File: src/rtl/datapath_hs.sv
// Parametrised multicycle datapath: PC/IR/A/B/F/MDR, register file, ALU, registered
// flags and a valid/ready memory port driven by a small IDLE/RD/WR bus FSM.
module datapath_hs #(
  parameter int DATA_W = 16,
  parameter int REG_AW = 4
) (
  input  logic              clk,
  input  logic              rst,
  input  logic              en_a,
  input  logic              en_b,
  input  logic              en_f,
  input  logic              en_pc,
  input  logic [3:0]        alu_op,
  input  logic              s_addr,
  input  logic              s_regfile_din,
  input  logic              s_regfile_rw,
  input  logic              we_regfile,
  input  logic              mem_rd,
  input  logic              mem_wr,
  input  logic              rd_to_ir,
  output logic [3:0]        opcode,
  output logic              zero,
  output logic              neg,
  output logic              carry,
  output logic              mem_busy,
  output logic [DATA_W-1:0] mem_addr,
  output logic [DATA_W-1:0] mem_wdata,
  output logic              mem_we,
  output logic              mem_valid,
  input  logic              mem_ready,
  input  logic [DATA_W-1:0] mem_rdata,
  output logic [7:0]        wait_cnt
);

  localparam int NREG = 2 ** REG_AW;
  localparam int IMM_W = DATA_W - 4;

  localparam logic [1:0] S_IDLE = 2'd0;
  localparam logic [1:0] S_RD   = 2'd1;
  localparam logic [1:0] S_WR   = 2'd2;

  // Architectural registers
  logic [DATA_W-1:0] pc_q, ir_q, a_q, b_q, f_q, mdr_q;
  logic              zero_q, neg_q, carry_q;
  logic [DATA_W-1:0] rf_q [NREG];

  // Bus FSM state and transaction latches
  logic [1:0]        state_q, state_d;
  logic [DATA_W-1:0] addr_q, addr_d;
  logic [DATA_W-1:0] wdata_q, wdata_d;
  logic              to_ir_q, to_ir_d;
  logic [7:0]        wait_q, wait_d;

  // IR field decode
  logic [REG_AW-1:0] rw_idx, ra_idx, rb_idx;
  logic [IMM_W-1:0]  imm;
  logic [DATA_W-1:0] imm_sext, imm_zext;

  assign opcode   = ir_q[DATA_W-1 -: 4];
  assign rw_idx   = ir_q[DATA_W-5 -: REG_AW];
  assign ra_idx   = ir_q[DATA_W-5-REG_AW -: REG_AW];
  assign rb_idx   = ir_q[DATA_W-5-2*REG_AW -: REG_AW];
  assign imm      = ir_q[IMM_W-1:0];
  assign imm_sext = {{4{imm[IMM_W-1]}}, imm};
  assign imm_zext = {4'b0000, imm};

  // Register file: write index and data selection, per-entry write strobes
  logic [REG_AW-1:0] wi;
  logic [DATA_W-1:0] rf_din;
  logic [NREG-1:0]   wr_sel;
  logic [DATA_W-1:0] rf_ra, rf_rb;

  assign wi     = s_regfile_rw ? {REG_AW{1'b1}} : rw_idx;
  assign rf_din = s_regfile_din ? mdr_q : f_q;
  assign rf_ra  = rf_q[ra_idx];
  assign rf_rb  = rf_q[rb_idx];

  generate
    for (genvar gi = 0; gi < NREG; gi++) begin : g_wsel
      assign wr_sel[gi] = we_regfile && (wi == REG_AW'(gi));
    end
  endgenerate

  always_ff @(posedge clk or posedge rst) begin
    if (rst) begin
      for (int i = 0; i < NREG; i++) rf_q[i] <= '0;
    end else begin
      for (int i = 0; i < NREG; i++) begin
        if (wr_sel[i]) rf_q[i] <= rf_din;
      end
    end
  end

  // ALU: extended-width sums give carry-out; subtraction carry is NOT borrow
  logic [DATA_W:0]   sum_ab, diff_ab, pc_inc, pc_imm;
  logic [DATA_W-1:0] alu_out;
  logic              alu_c;

  assign sum_ab  = {1'b0, a_q} + {1'b0, b_q};
  assign diff_ab = {1'b0, a_q} + {1'b0, ~b_q} + (DATA_W+1)'(1);
  assign pc_inc  = {1'b0, pc_q} + (DATA_W+1)'(1);
  assign pc_imm  = {1'b0, pc_q} + {1'b0, imm_sext};

  always_comb begin
    alu_out = '0;
    alu_c   = 1'b0;
    case (alu_op)
      4'd0:  {alu_c, alu_out} = sum_ab;
      4'd1:  {alu_c, alu_out} = diff_ab;
      4'd2:  alu_out = a_q & b_q;
      4'd3:  alu_out = a_q | b_q;
      4'd4:  alu_out = a_q ^ b_q;
      4'd5:  alu_out = ~a_q;
      4'd6: begin
        alu_out = {a_q[DATA_W-2:0], 1'b0};
        alu_c   = a_q[DATA_W-1];
      end
      4'd7: begin
        alu_out = {1'b0, a_q[DATA_W-1:1]};
        alu_c   = a_q[0];
      end
      4'd8:  alu_out = a_q;
      4'd9:  {alu_c, alu_out} = pc_inc;
      4'd10: {alu_c, alu_out} = pc_imm;
      4'd11: alu_out = imm_zext;
      default: begin
        alu_out = '0;
        alu_c   = 1'b0;
      end
    endcase
  end

  // Bus FSM next-state; commands are only looked at in IDLE and read wins a tie
  always_comb begin
    state_d = state_q;
    addr_d  = addr_q;
    wdata_d = wdata_q;
    to_ir_d = to_ir_q;
    wait_d  = wait_q;
    case (state_q)
      S_IDLE: begin
        if (mem_rd) begin
          addr_d  = s_addr ? f_q : pc_q;
          to_ir_d = rd_to_ir;
          wait_d  = 8'd0;
          state_d = S_RD;
        end else if (mem_wr) begin
          addr_d  = s_addr ? f_q : pc_q;
          wdata_d = a_q;
          wait_d  = 8'd0;
          state_d = S_WR;
        end
      end
      S_RD, S_WR: begin
        if (mem_ready) begin
          state_d = S_IDLE;
        end else if (wait_q != 8'hFF) begin
          wait_d = wait_q + 8'd1;
        end
      end
      default: state_d = S_IDLE;
    endcase
  end

  always_ff @(posedge clk or posedge rst) begin
    if (rst) begin
      state_q <= S_IDLE;
      addr_q  <= '0;
      wdata_q <= '0;
      to_ir_q <= 1'b0;
      wait_q  <= 8'd0;
    end else begin
      state_q <= state_d;
      addr_q  <= addr_d;
      wdata_q <= wdata_d;
      to_ir_q <= to_ir_d;
      wait_q  <= wait_d;
    end
  end

  logic rd_done;
  assign rd_done = (state_q == S_RD) && mem_ready;

  always_ff @(posedge clk or posedge rst) begin
    if (rst) begin
      pc_q    <= '0;
      ir_q    <= '0;
      a_q     <= '0;
      b_q     <= '0;
      f_q     <= '0;
      mdr_q   <= '0;
      zero_q  <= 1'b0;
      neg_q   <= 1'b0;
      carry_q <= 1'b0;
    end else begin
      if (en_a)  a_q  <= rf_ra;
      if (en_b)  b_q  <= rf_rb;
      if (en_pc) pc_q <= alu_out;
      if (en_f) begin
        f_q     <= alu_out;
        zero_q  <= (alu_out == '0);
        neg_q   <= alu_out[DATA_W-1];
        carry_q <= alu_c;
      end
      if (rd_done) begin
        if (to_ir_q) ir_q  <= mem_rdata;
        else         mdr_q <= mem_rdata;
      end
    end
  end

  assign zero      = zero_q;
  assign neg       = neg_q;
  assign carry     = carry_q;
  assign mem_valid = (state_q != S_IDLE);
  assign mem_busy  = (state_q != S_IDLE);
  assign mem_we    = (state_q == S_WR);
  assign mem_addr  = addr_q;
  assign mem_wdata = wdata_q;
  assign wait_cnt  = wait_q;

endmodule

File: config.mk
export PLATFORM = sky130hd
export DESIGN_NAME = datapath_hs
export DESIGN_NICKNAME = d
export VERILOG_FILES = /design/src/rtl/datapath_hs.sv
export SDC_FILE = /design/constraint.sdc
export NUM_CORES = 1
export LEC_CHECK = 0
export CAP_MARGIN = 10
export CORE_MARGIN = 2
export CORE_UTILIZATION = 40
export CTS_CLUSTER_SIZE = 28
export DETAILED_ROUTE_END_ITERATION = 7
export PLACE_DENSITY_LB_ADDON = 0.12
export SYNTH_ARGS = -nofsm -noshare
export SYNTH_HDL_FRONTEND = slang
export SYNTH_SLANG_ARGS = --single-unit
File: constraint.sdc
create_clock -name clk -period 33.8 [get_ports clk]
set_input_delay 5.07 -clock clk [delete_from_list [all_inputs] [get_ports clk]]
set_output_delay 5.07 -clock clk [all_outputs]
set_load 0.02 [all_outputs]
==> reports/metrics.cfg <==
[floorplanning]
num_rows = 87
die_x_um = 244
die_area_um2 = 59600
coreArea_um2 = 56700
die_y_um = 244
ioPinCount = 84
start_util = 0.407

[cells_and_area]
fin_nets = 2340
nFillCells = 5356
antennaDiodeCount = 0
instances_no_fill = 3017
mostFrequentLayoutCells = 392 x dfrtp_1, 306 x nand2_1, 279 x o21ai_0
final_layout_size_suffix_gt1_frac = 0.160
syn_to_final_growth_pct = 13.3
final_common_cell = dfrtp_1
final_area_um2 = 26100

[synth]
synth_mux_area_frac = 0.193
avgSynthCellArea_um2 = 10.4
synth_compound_area_frac = 0.155
yosysUniqueCellTypes = 90
syn_area_um2 = 23100
synthXorXnorAreaFrac = 0.0114
synth-main-ff-cell = dfrtp_1
async_flop_share = 1.00
synth_top_family_by_area = multiplexers
synth-simple-area-share = 0.124
ys_ff_latch = 397
yosys_warnings = 0
ys_seq_area_frac = 0.431
synth-edff-count = 0
synthesis.nets = 2329
syn_inst = 2215
synthAdderAreaFrac = 0.0444

[clock_tree]
cts_setup_buffers = 0
clock_path_buffers = 3
root_buffer = clkbuf_16
cts_num_sinks = 397
cts_tree = yes
cts_resized = 0
cts_hold_buffers = 0
clk_pin_slew_ns = 0.06
cts_made_buffers = 47
clock_latency_ns = 0.60
htree_levels = 2

[global_routing]
antenna_found_initial = 1
grtUsageTotal = 0.265
grt_pass1_vias = 17600
grt_pass1_wl_um = 118000
grt_max_degree = 144
grt.overflow.total = 0

[power]
pwr-share-comb = 0.487
p_int_mw = 1.59
clkPwrFrac = 0.189
swShare = 0.421
p_per_area_nw_per_um2 = 105
netSwitchingPower_mw = 1.15
power_mw = 2.74
power.leakage_nw = 11.0
p_seq_frac = 0.325
ir_drop_uv = 46.8

[sta]
grt_setup_unrepaired = no
min_period_over_period = 0.242
maxSlewViolCount = 0
hold_violations = 0
worst_slack_ns = 25.63
fmax_ghz = 0.122
skew_ns = 0.0399
slew_headroom = 0.218
worst_pin_slew_ns = 1.15
fin_crit_ns = 8.17
setup_viol = 0
finalSetupTns_ns = 0

[setup_path]
critPathSlowestCell = nand3_1
cp-start-kind = input pin
required_ns = 34.28
crit_family = simple AND/OR/NAND/NOR gates
cp_max_fo = 44
worstPathCellList = clkdlybuf4s50_1 -> buf_4 -> nor2_1 -> nand3_1 -> or3_1 -> a31o_2 -> a32oi_1 -> a211oi_1 -> and2_1 -> and4_1 -> a41o_1
crit_path_end_kind = flip-flop
crit_buf_inv = 2
arrival_ns = 8.65
slowest_delay_ns = 0.59
crit_type = input pin to flip-flop

[drt]
drtAntennaViolNets = 0
drc = 0
vias_per_cell = 5.91
wl_um = 78600
routedWlPerCell_um = 26.0
via_count = 17800
drt-pass1-iter-count = 5
dr.first_iter.drc_count = 1505

[run_status]
status = completed

[place]
io_buffers = 83
hpwlAfterDp_um = 52600
dpl_cell_area_um2 = 24500
place_inst = 2933
gp_congestion = 0.930
dp_slack_ns = 25.13

[hold_path]
hold_class = flip-flop to flip-flop

[flow_run]
cap_violations = 0

## worst paths after layout
kind	start	end	slack (ns)	cells after the start
hold reg to reg	mem_wdata[12]	mem_wdata[12]	0.47	2
hold / removal	mem_wdata[12]	mem_wdata[12]	0.47	2
max in group asynchronous	rst	rf_q[167]	26.53	4
setup / recovery	alu_op[2]	zero	25.63	11
setup reg to reg	a_q[1]	zero	29.64	11
min in group asynchronous	rst	rf_q[93]	5.03	2
## metal layers
layer / track usage / vias to the layer above / part of all wire
li1: - / 8081 / -
met1: 0.364 / 9071 / 0.44
met2: 0.429 / 527 / 0.47
met3: 0.0328 / 142 / 0.049
met4: 0.103 / 0 / 0.040
met5: 0 / - / 0
## sequential cells by signal, indices dropped and copies added (netlist names), 8 cells and up
register   count
mdr_q         16
f_q           16
rf_q         256
wait_cnt       8
pc_q          16
mem_addr      16
b_q           16
mem_wdata     16
a_q           16
ir_q          16
## kinds of logic after synthesis
family                     after synthesis
buffers and inverters                  221
and+or+nand+nor                        638
AOI/OAI and AO/OA                      610
adders and majority gates               80
DFF                                    397
muxes                                  239
xor gates and xnor gates                30
## power groups by stage
stage / clock [mW] / sequential, mW / combinational, mW
final: 0.516 / 0.889 / 1.33
after global routing: 0.550 / 0.916 / 1.43
after CTS: 0.530 / 0.886 / 1.33
after detailed placement: 0 / 0.893 / 1.33
after global placement: 0 / 0.880 / 1.31
after floorplan: 0 / 0.831 / 0.909
## worst min-delay path, cell delays in order (launching register included)
cell	delay, ns
dfrtp_1	0.34
nand2_1	0.04
o21ai_0	0.06
## synth_stat cells, types with 20 or more instances
| cell | n | area, µm² |
|---|---|---|
| nor2_1 | 169 | 634 |
| clkbuf_1 | 122 | 458 |
| mux2_2 | 33 | 372 |
| nor2b_1 | 20 | 125 |
| inv_1 | 50 | 188 |
| nand2_1 | 307 | 1150 |
| mux4_2 | 161 | 3630 |
| nand3_1 | 22 | 110 |
| dfrtp_1 | 397 | 9930 |
| buf_2 | 23 | 115 |
| a21oi_1 | 170 | 851 |
| mux2i_1 | 45 | 450 |
| nor3_1 | 21 | 105 |
| o21ai_0 | 281 | 1410 |
| ha_1 | 77 | 963 |
## final cells by class
type                       instances  area (µm²)  area share
inverter                          50         195     0.00747
tap                              756         946      0.0362
timing repair buffer             133        1210      0.0465
clock buffer                      73        1440      0.0550
multi-input combinational       1597       12200       0.468
clock inverter                    11         146     0.00561
sequential                       397        9950       0.381
## metrics by stage
stage | hold WS (ns) | util
final | 0.472 | 0.460
after global routing | 0.509 | 0.460
after CTS | 0.483 | 0.460
after detailed placement | 0.472 | 0.433
after global placement | 0.465 | 0.433
after floorplan | 0.461 | -
No activity file was read; power rests on OpenSTA's default activity.
